### config.mk
export PLATFORM = sky130hd
export DESIGN_NAME = mux_select_arbiter
export DESIGN_NICKNAME = d
export VERILOG_FILES = /design/src/rtl/mux_select_arbiter.sv
export SDC_FILE = /design/constraint.sdc
export NUM_CORES = 1
export LEC_CHECK = 0
export BUFFER_PORTS_ARGS = -buffer_cell sky130_fd_sc_hd__buf_4
export CORE_AREA = 2 2 39 41
export DETAILED_ROUTE_END_ITERATION = 7
export DIE_AREA = 0 0 41 43
export SYNTH_ARGS = -nofsm -noshare
export SYNTH_HDL_FRONTEND = slang
export SYNTH_SLANG_ARGS = --single-unit
### constraint.sdc
create_clock -name clk -period 2.6 [get_ports clk]
set_clock_uncertainty 0.1 [all_clocks]
set_input_delay 0.13 -clock clk [delete_from_list [all_inputs] [get_ports clk]]
set_output_delay 0.13 -clock clk [all_outputs]
set_load 0.02 [all_outputs]
### src/rtl/mux_select_arbiter.sv
// Round-robin arbiter driving the one-hot select of the shared priority Mux.
// Grants are registered. There is always one idle cycle between owners.
// An optional per-grant transfer limit forces re-arbitration when others wait.
module mux_select_arbiter #(
    parameter int INPUTS     = 4,
    parameter int MAX_HOLD   = 0,
    parameter int HOLD_WIDTH = 8
) (
    input  logic              clk,
    input  logic              rst,
    input  logic [INPUTS-1:0] request,
    input  logic              transferDone,
    output logic [INPUTS-1:0] select,
    output logic              busy,
    output logic [2:0]        grantIndex
);

    typedef enum logic {
        IDLE,
        GRANT
    } stateT;

    localparam logic [2:0]            LAST_INDEX = 3'(INPUTS - 1);
    localparam logic [HOLD_WIDTH-1:0] HOLD_LIMIT = HOLD_WIDTH'(MAX_HOLD);
    localparam logic [HOLD_WIDTH-1:0] HOLD_MAX   = '1;

    stateT                 state;
    stateT                 stateNext;
    logic [INPUTS-1:0]     selectNext;
    logic [2:0]            grantIndexNext;
    logic [2:0]            pointer;
    logic [2:0]            pointerNext;
    logic [HOLD_WIDTH-1:0] holdCount;
    logic [HOLD_WIDTH-1:0] holdCountNext;
    logic [HOLD_WIDTH-1:0] countBumped;
    logic [2:0]            pick;
    logic                  found;
    logic                  ownerRequest;
    logic                  othersRequest;
    logic                  limitHit;

    // The select register is one-hot or zero, so busy is just its OR.
    assign busy = |select;

    // The owner's request bit and the requests from everyone else are taken from the current one-hot select.
    assign ownerRequest  = |(request & select);
    assign othersRequest = |(request & ~select);

    // The transfer counter saturates. The limit only applies when a nonzero MAX_HOLD is configured.
    assign countBumped = (transferDone && (holdCount != HOLD_MAX)) ? holdCount + 1'b1 : holdCount;
    assign limitHit    = (MAX_HOLD != 0) && transferDone && (countBumped == HOLD_LIMIT);

    // Find the first requester at or above the pointer, wrapping around to the lowest index below the pointer.
    always_comb begin
        pick  = '0;
        found = 1'b0;
        for (int i = INPUTS - 1; i >= 0; i--) begin
            if (request[i] && (i < int'(pointer))) begin
                pick  = 3'(i);
                found = 1'b1;
            end
        end
        for (int i = INPUTS - 1; i >= 0; i--) begin
            if (request[i] && (i >= int'(pointer))) begin
                pick  = 3'(i);
                found = 1'b1;
            end
        end
    end

    // Next-state logic: grant from IDLE, release or hold in GRANT.
    always_comb begin
        stateNext      = state;
        selectNext     = select;
        grantIndexNext = grantIndex;
        pointerNext    = pointer;
        holdCountNext  = holdCount;
        case (state)
            IDLE: begin
                selectNext = '0;
                if (found) begin
                    selectNext     = INPUTS'(1) << pick;
                    grantIndexNext = pick;
                    holdCountNext  = '0;
                    stateNext      = GRANT;
                end
            end
            GRANT: begin
                if (!ownerRequest || (limitHit && othersRequest)) begin
                    selectNext     = '0;
                    grantIndexNext = '0;
                    pointerNext    = (grantIndex == LAST_INDEX) ? 3'd0 : grantIndex + 3'd1;
                    holdCountNext  = '0;
                    stateNext      = IDLE;
                end else if (limitHit) begin
                    holdCountNext = '0;
                end else begin
                    holdCountNext = countBumped;
                end
            end
            default: begin
                selectNext     = '0;
                grantIndexNext = '0;
                stateNext      = IDLE;
            end
        endcase
    end

    // State, grant and pointer registers with synchronous reset.
    always_ff @(posedge clk) begin
        if (rst) begin
            state      <= IDLE;
            select     <= '0;
            grantIndex <= '0;
            pointer    <= '0;
            holdCount  <= '0;
        end else begin
            state      <= stateNext;
            select     <= selectNext;
            grantIndex <= grantIndexNext;
            pointer    <= pointerNext;
            holdCount  <= holdCountNext;
        end
    end

endmodule
* Yosys cells after proc, flatten, opt, wreduce, memory -nomap -nowiden
Index checks and enable logic that the tools add are counted.
** Word-level totals
- Bits in registers :: 11
- Input bits :: 7
- Output and inout bits :: 8
- Word-level logic and storage cells :: 58
** Cells by class
- Add/sub/neg operators :: 1
- $lt $le $gt $ge :: 8
- Eq/ne operators :: 3
- Shift-type cells :: 1
- Muxes and demuxes :: 26
- Bitwise logic cells :: 3
- Reduce and logical (&&, ||, !) cells :: 12
** Operator list (number)
- 3-bit two-way mux :: 8
- 1-bit two-way mux :: 10
- 1-bit logical AND :: 8
- 4-bit two-way mux :: 2
- 4-bit one-hot mux with 2 select lines :: 1
- 4-bit OR reduction :: 2
- 1-bit by 3-bit >= comparator with 1-bit output, first input constant :: 2
- 2-bit by 3-bit >= comparator with 1-bit output, first input constant :: 2
- 1-bit by 3-bit less-than comparator with 1-bit output, first input constant :: 2
- 2-bit by 3-bit less-than comparator with 1-bit output, first input constant :: 2
- 2-bit two-way mux :: 3
- 3-bit one-hot mux with 2 select lines :: 1
- 4-bit AND :: 1
- 2-bit != test, second input constant :: 2
- 2-bit AND reduction :: 2
- 1-bit by 3-bit left shift with 4-bit output, first input constant :: 1
- 3-bit by 1-bit adder with 3-bit output, second input constant :: 1
- 3-bit by 2-bit equality test with 1-bit output, second input constant :: 1
- 1-bit NOT :: 2
- 1-bit one-hot mux with 2 select lines :: 1

* Longest topological paths before layout
- Word-level depth :: 13
- Gate-level depth with buffers :: 6
- Depth with buffers taken out :: 5

* Worst setup path before layout
No wires, ideal clock.
- Path kind :: register to register
- Start :: register pointer[1]
- End :: register select[0]
- Setup time :: 0.127 ns
- Arrival :: 1.142 ns
- Data required time :: 2.373 ns
- Slack :: 1.231 ns
- Cell stages (with the launch flop) :: 7
- Buffers on the path :: 1
- Period minus slack after synthesis :: 1.369 ns
- Path through :: dfxtp_1 -> buf_6 -> mux2i_1 -> nor2_1 -> a211o_1 -> a32oi_1 -> nor2_1
** Between the ends
- Word-level cells in the longest chain between the ends :: 13
- Elaborated cells between the ends (all ways) :: 35
- Those cells by class :: order compare: 8; shift: 1; mux: 18; reduce/logical: 8
** RTL lines
- from (decl) :: line 31 : logic [2:0] pointer;
- from (signal assigned) :: line 121 : pointer <= pointerNext;
- 2-bit by 3-bit less-than comparator with 1-bit output :: line 58 : if (request[i] && (i < int'(pointer))) begin
- 1-bit logical AND :: line 58
- 2-bit two-way mux (3 in series) :: line 58
- 3-bit two-way mux :: line 58
- 3-bit two-way mux (4 in series) :: line 64 : if (request[i] && (i >= int'(pointer))) begin
- 1-bit by 3-bit left shift with 4-bit output :: line 82 : selectNext = INPUTS'(1) << pick;
- 4-bit two-way mux (*) :: line 81 : if (found) begin
- 4-bit one-hot mux with 2 select lines (*) :: line 78 : case (state)
- to (signal assigned) :: line 119 : select <= selectNext;
- to (decl) :: line 13 : output logic [INPUTS-1:0] select,
Every way passes the cells marked *; elsewhere a longest branch is shown, timed or not.
A chain may end at the register's enable or synchronous reset.

* Worst setup path in the final report
- Start :: register select[1]
- End :: output port busy
** Between the ends
- Word-level cells in the longest chain between the ends :: 1
** RTL lines
- 4-bit OR reduction :: line 43 : assign busy = |select;
- to (decl) :: line 14 : output logic busy,
No other way between the ends.

==> metrics <==
number of enable flip-flop cells after synthesis=0; top_reg_cell synth=dfxtp_1; total detailed-routing wirelength=roughly 980 um; launching instance or port of the critical path=select[1]$_SDFFE_PP0P_; DP Cell Count=80; pre-CTS worst setup slack=around 1.1 ns; Relative slew margins=0.648; power density cells=between 500 and 600 nW/um2; final count of hold timing violations=0; end of the worst register-to-register path=select[0]$_SDFFE_PP0P_; peak supply drop=around 0.00032 V; layout cell share with drive strength beyond 1=0.290; clk buf depth=2; Final period util=0.589; core box area=1380 um2; clock transition at the registers of the reported paths=~0.060 ns; global-route wire length before repair=1750 um; part of the Yosys area used for sequential elements=0.371; post-layout min period=roughly 1.5 ns; Via density=approximately 5.2; Synth Net Count=63; quantity of gates resized following cts=0; residual antenna-violating net count after detailed routing=0; number of global-route vias before repair=a little over 400; most common library cell in the layout ignoring fill and taps=buf_4; GR Overflow Total=0; minimum setup slack in the final design=between 1 and 1.5 ns; slew at the pin with the worst max-slew slack=between 0.5 and 0.6 ns; TritonCTS Sinks=9; worst reg2reg startpoint=pointer[1]$_SDFFE_PP0P_; outcome=finished, final reports clean; number of port buffers=12; die footprint=around 1800 um2; maximum number of pins on one net before global-route repair=10; post-synthesis average cell area=8.83 um2; type of element capturing the critical path=output port; cells on worst reg2reg path=5; cell chosen for the clock root=clkbuf_4; minimum hold slack=0.167 ns; top-level I/O count=15; Skew-Pair Late Insertion Delay=roughly 0.25 ns; type of origin of the critical path=register; post-synthesis cell type count=25; worst reg-to-reg setup slack=approximately 1.1 ns; vertical die dimension=43 um; #FFs+latches synth=9; GRT Total Usage=0.147; total of endpoints with negative setup slack in the final report=0; post-synthesis cell count=55; drt pass-1 iters=2; highest-count cells in the layout ignoring fill and taps=buf_4, nor2_1, dfxtp_1, a21oi_1; yosys synthesis warning count=0; Fin Setup TNS=0 ns; upper clock frequency limit=653 MHz; number of buffers inserted during clock tree synthesis=3; share of flip-flops with an asynchronous set or reset=0; setup repair after global routing missed its margin=false; Chip Width=41 um; initial cell density of the core=0.351; Worst Hold Class=input pin to register; max capacitance violation total=0; number of buffers inserted for hold repair after clock tree synthesis=1; netlist area before placement=a little under 500 um2; Worst EP arrival=around 1.3 ns; number of antenna violations at the first check in global routing=0; Worst Path Class, Setup=register to output port; number of H-tree branching levels=1; worst setup path endpoint=busy; post-route non-filler standard cell count=85; Total Nets Final=between 70 and 80; count of standard-cell rows=14; average routed wire per standard cell=roughly 11 um; number of DRC markers in iteration 0=1; Critical Path Fanout Max=4; number of inserted diodes=0; Final Max Tran Viols=0; growth of design area from synthesis to finish=25.5%; number of remaining DRC errors=0; TritonCTS clock tree=built; count of buffers added by post-CTS timing repair for setup=0; total vias in the final route=445; GP Congestion=0.738; required time reported for the critical path endpoint=roughly 2.4 ns; leakage power of the design=about 0.25 nW
-- cell type report --
| type | instances | area (um2) |
|---|---|---|
| fillers | 151 | 774 |
| repair buffers | 13 | 100 |
| flip-flops and latches | 9 | 180 |
| clock buffers | 4 | 26.3 |
| well taps | 16 | 20.0 |
| inverters | 1 | 3.75 |
| multi-input cells | 42 | 279 |
-- layer usage --
| layer | GRT usage | share of wire | vias up |
|---|---|---|---|
| met4 | 0.0600 | 0 | 0 |
| met5 | 0 | 0 | - |
| met2 | 0.209 | 0.49 | 7 |
| met3 | 0.0628 | 0.030 | 0 |
| li1 | - | - | 235 |
| met1 | 0.188 | 0.48 | 203 |
-- cells in the mapped netlist, types with 2 or more instances --
cell	count	area, um2
nor2_1	10	37.5
mux2i_1	2	20.0
nand3b_1	2	15.0
a21oi_1	5	25.0
a22oi_2	2	25.0
a32oi_1	4	35.0
nand2_1	4	15.0
dfxtp_1	9	180
-- sequential cells by signal, indices dropped and copies added (netlist names) --
register    cells
pointer         2
select          4
grantIndex      2
state           1
-- logic make-up (layout without fill, tap and decap cells) --
kind of cell | after synthesis | count (layout) | synth area share
and+or+nand+nor | 20 | 20 | 0.201
AOI/OAI and AO/OA | 18 | 18 | 0.299
other | 1 | 1 | 0.00772
adders and majority gates | 1 | 1 | 0.0258
buffers and inverters | 4 | 18 | 0.0541
DFF | 9 | 9 | 0.371
muxes | 2 | 2 | 0.0412
-- through the flow --
step                      utilization  instance area [um2]  power, W
after detailed placement        0.414                  573  0.000253
final                           0.440                  609  0.000353
after global routing            0.440                  609  0.000382
after floorplan                     -                  485  0.000222
after global placement          0.414                  573  0.000252
after CTS                       0.440                  609  0.000361
-- worst min path at each step --
stage / end / from / cells past startpoint / slack [ns]
after global routing: grantIndex[0]$_SDFFE_PP0P_ / request[2] / 4 / 0.18
after floorplan: grantIndex[0]$_SDFFE_PP0P_ / request[2] / 3 / 0.25
after global placement: pointer[0]$_SDFFE_PP0P_ / rst / 2 / 0.26
final: grantIndex[0]$_SDFFE_PP0P_ / request[2] / 4 / 0.17
after CTS: grantIndex[0]$_SDFFE_PP0P_ / request[2] / 4 / 0.16
after detailed placement: pointer[0]$_SDFFE_PP0P_ / rst / 2 / 0.26
-- power by group --
group | switching (W) | leakage [nW] | total [W] | internal (W)
Combinational | 0.0000506 | 0.161 | 0.0000915 | 0.0000409
Sequential | 0.0000103 | 0.0738 | 0.000159 | 0.000148
Clock | 0.0000440 | 0.0150 | 0.000103 | 0.0000588
Total | 0.000105 | 0.250 | 0.000353 | 0.000248
-- critical path: stages, from the launching register on --
cell and delay (ns):
dfxtp_1 0.33, or4_1 0.54, buf_4 0.18
No activity file was read; power rests on OpenSTA's default activity.
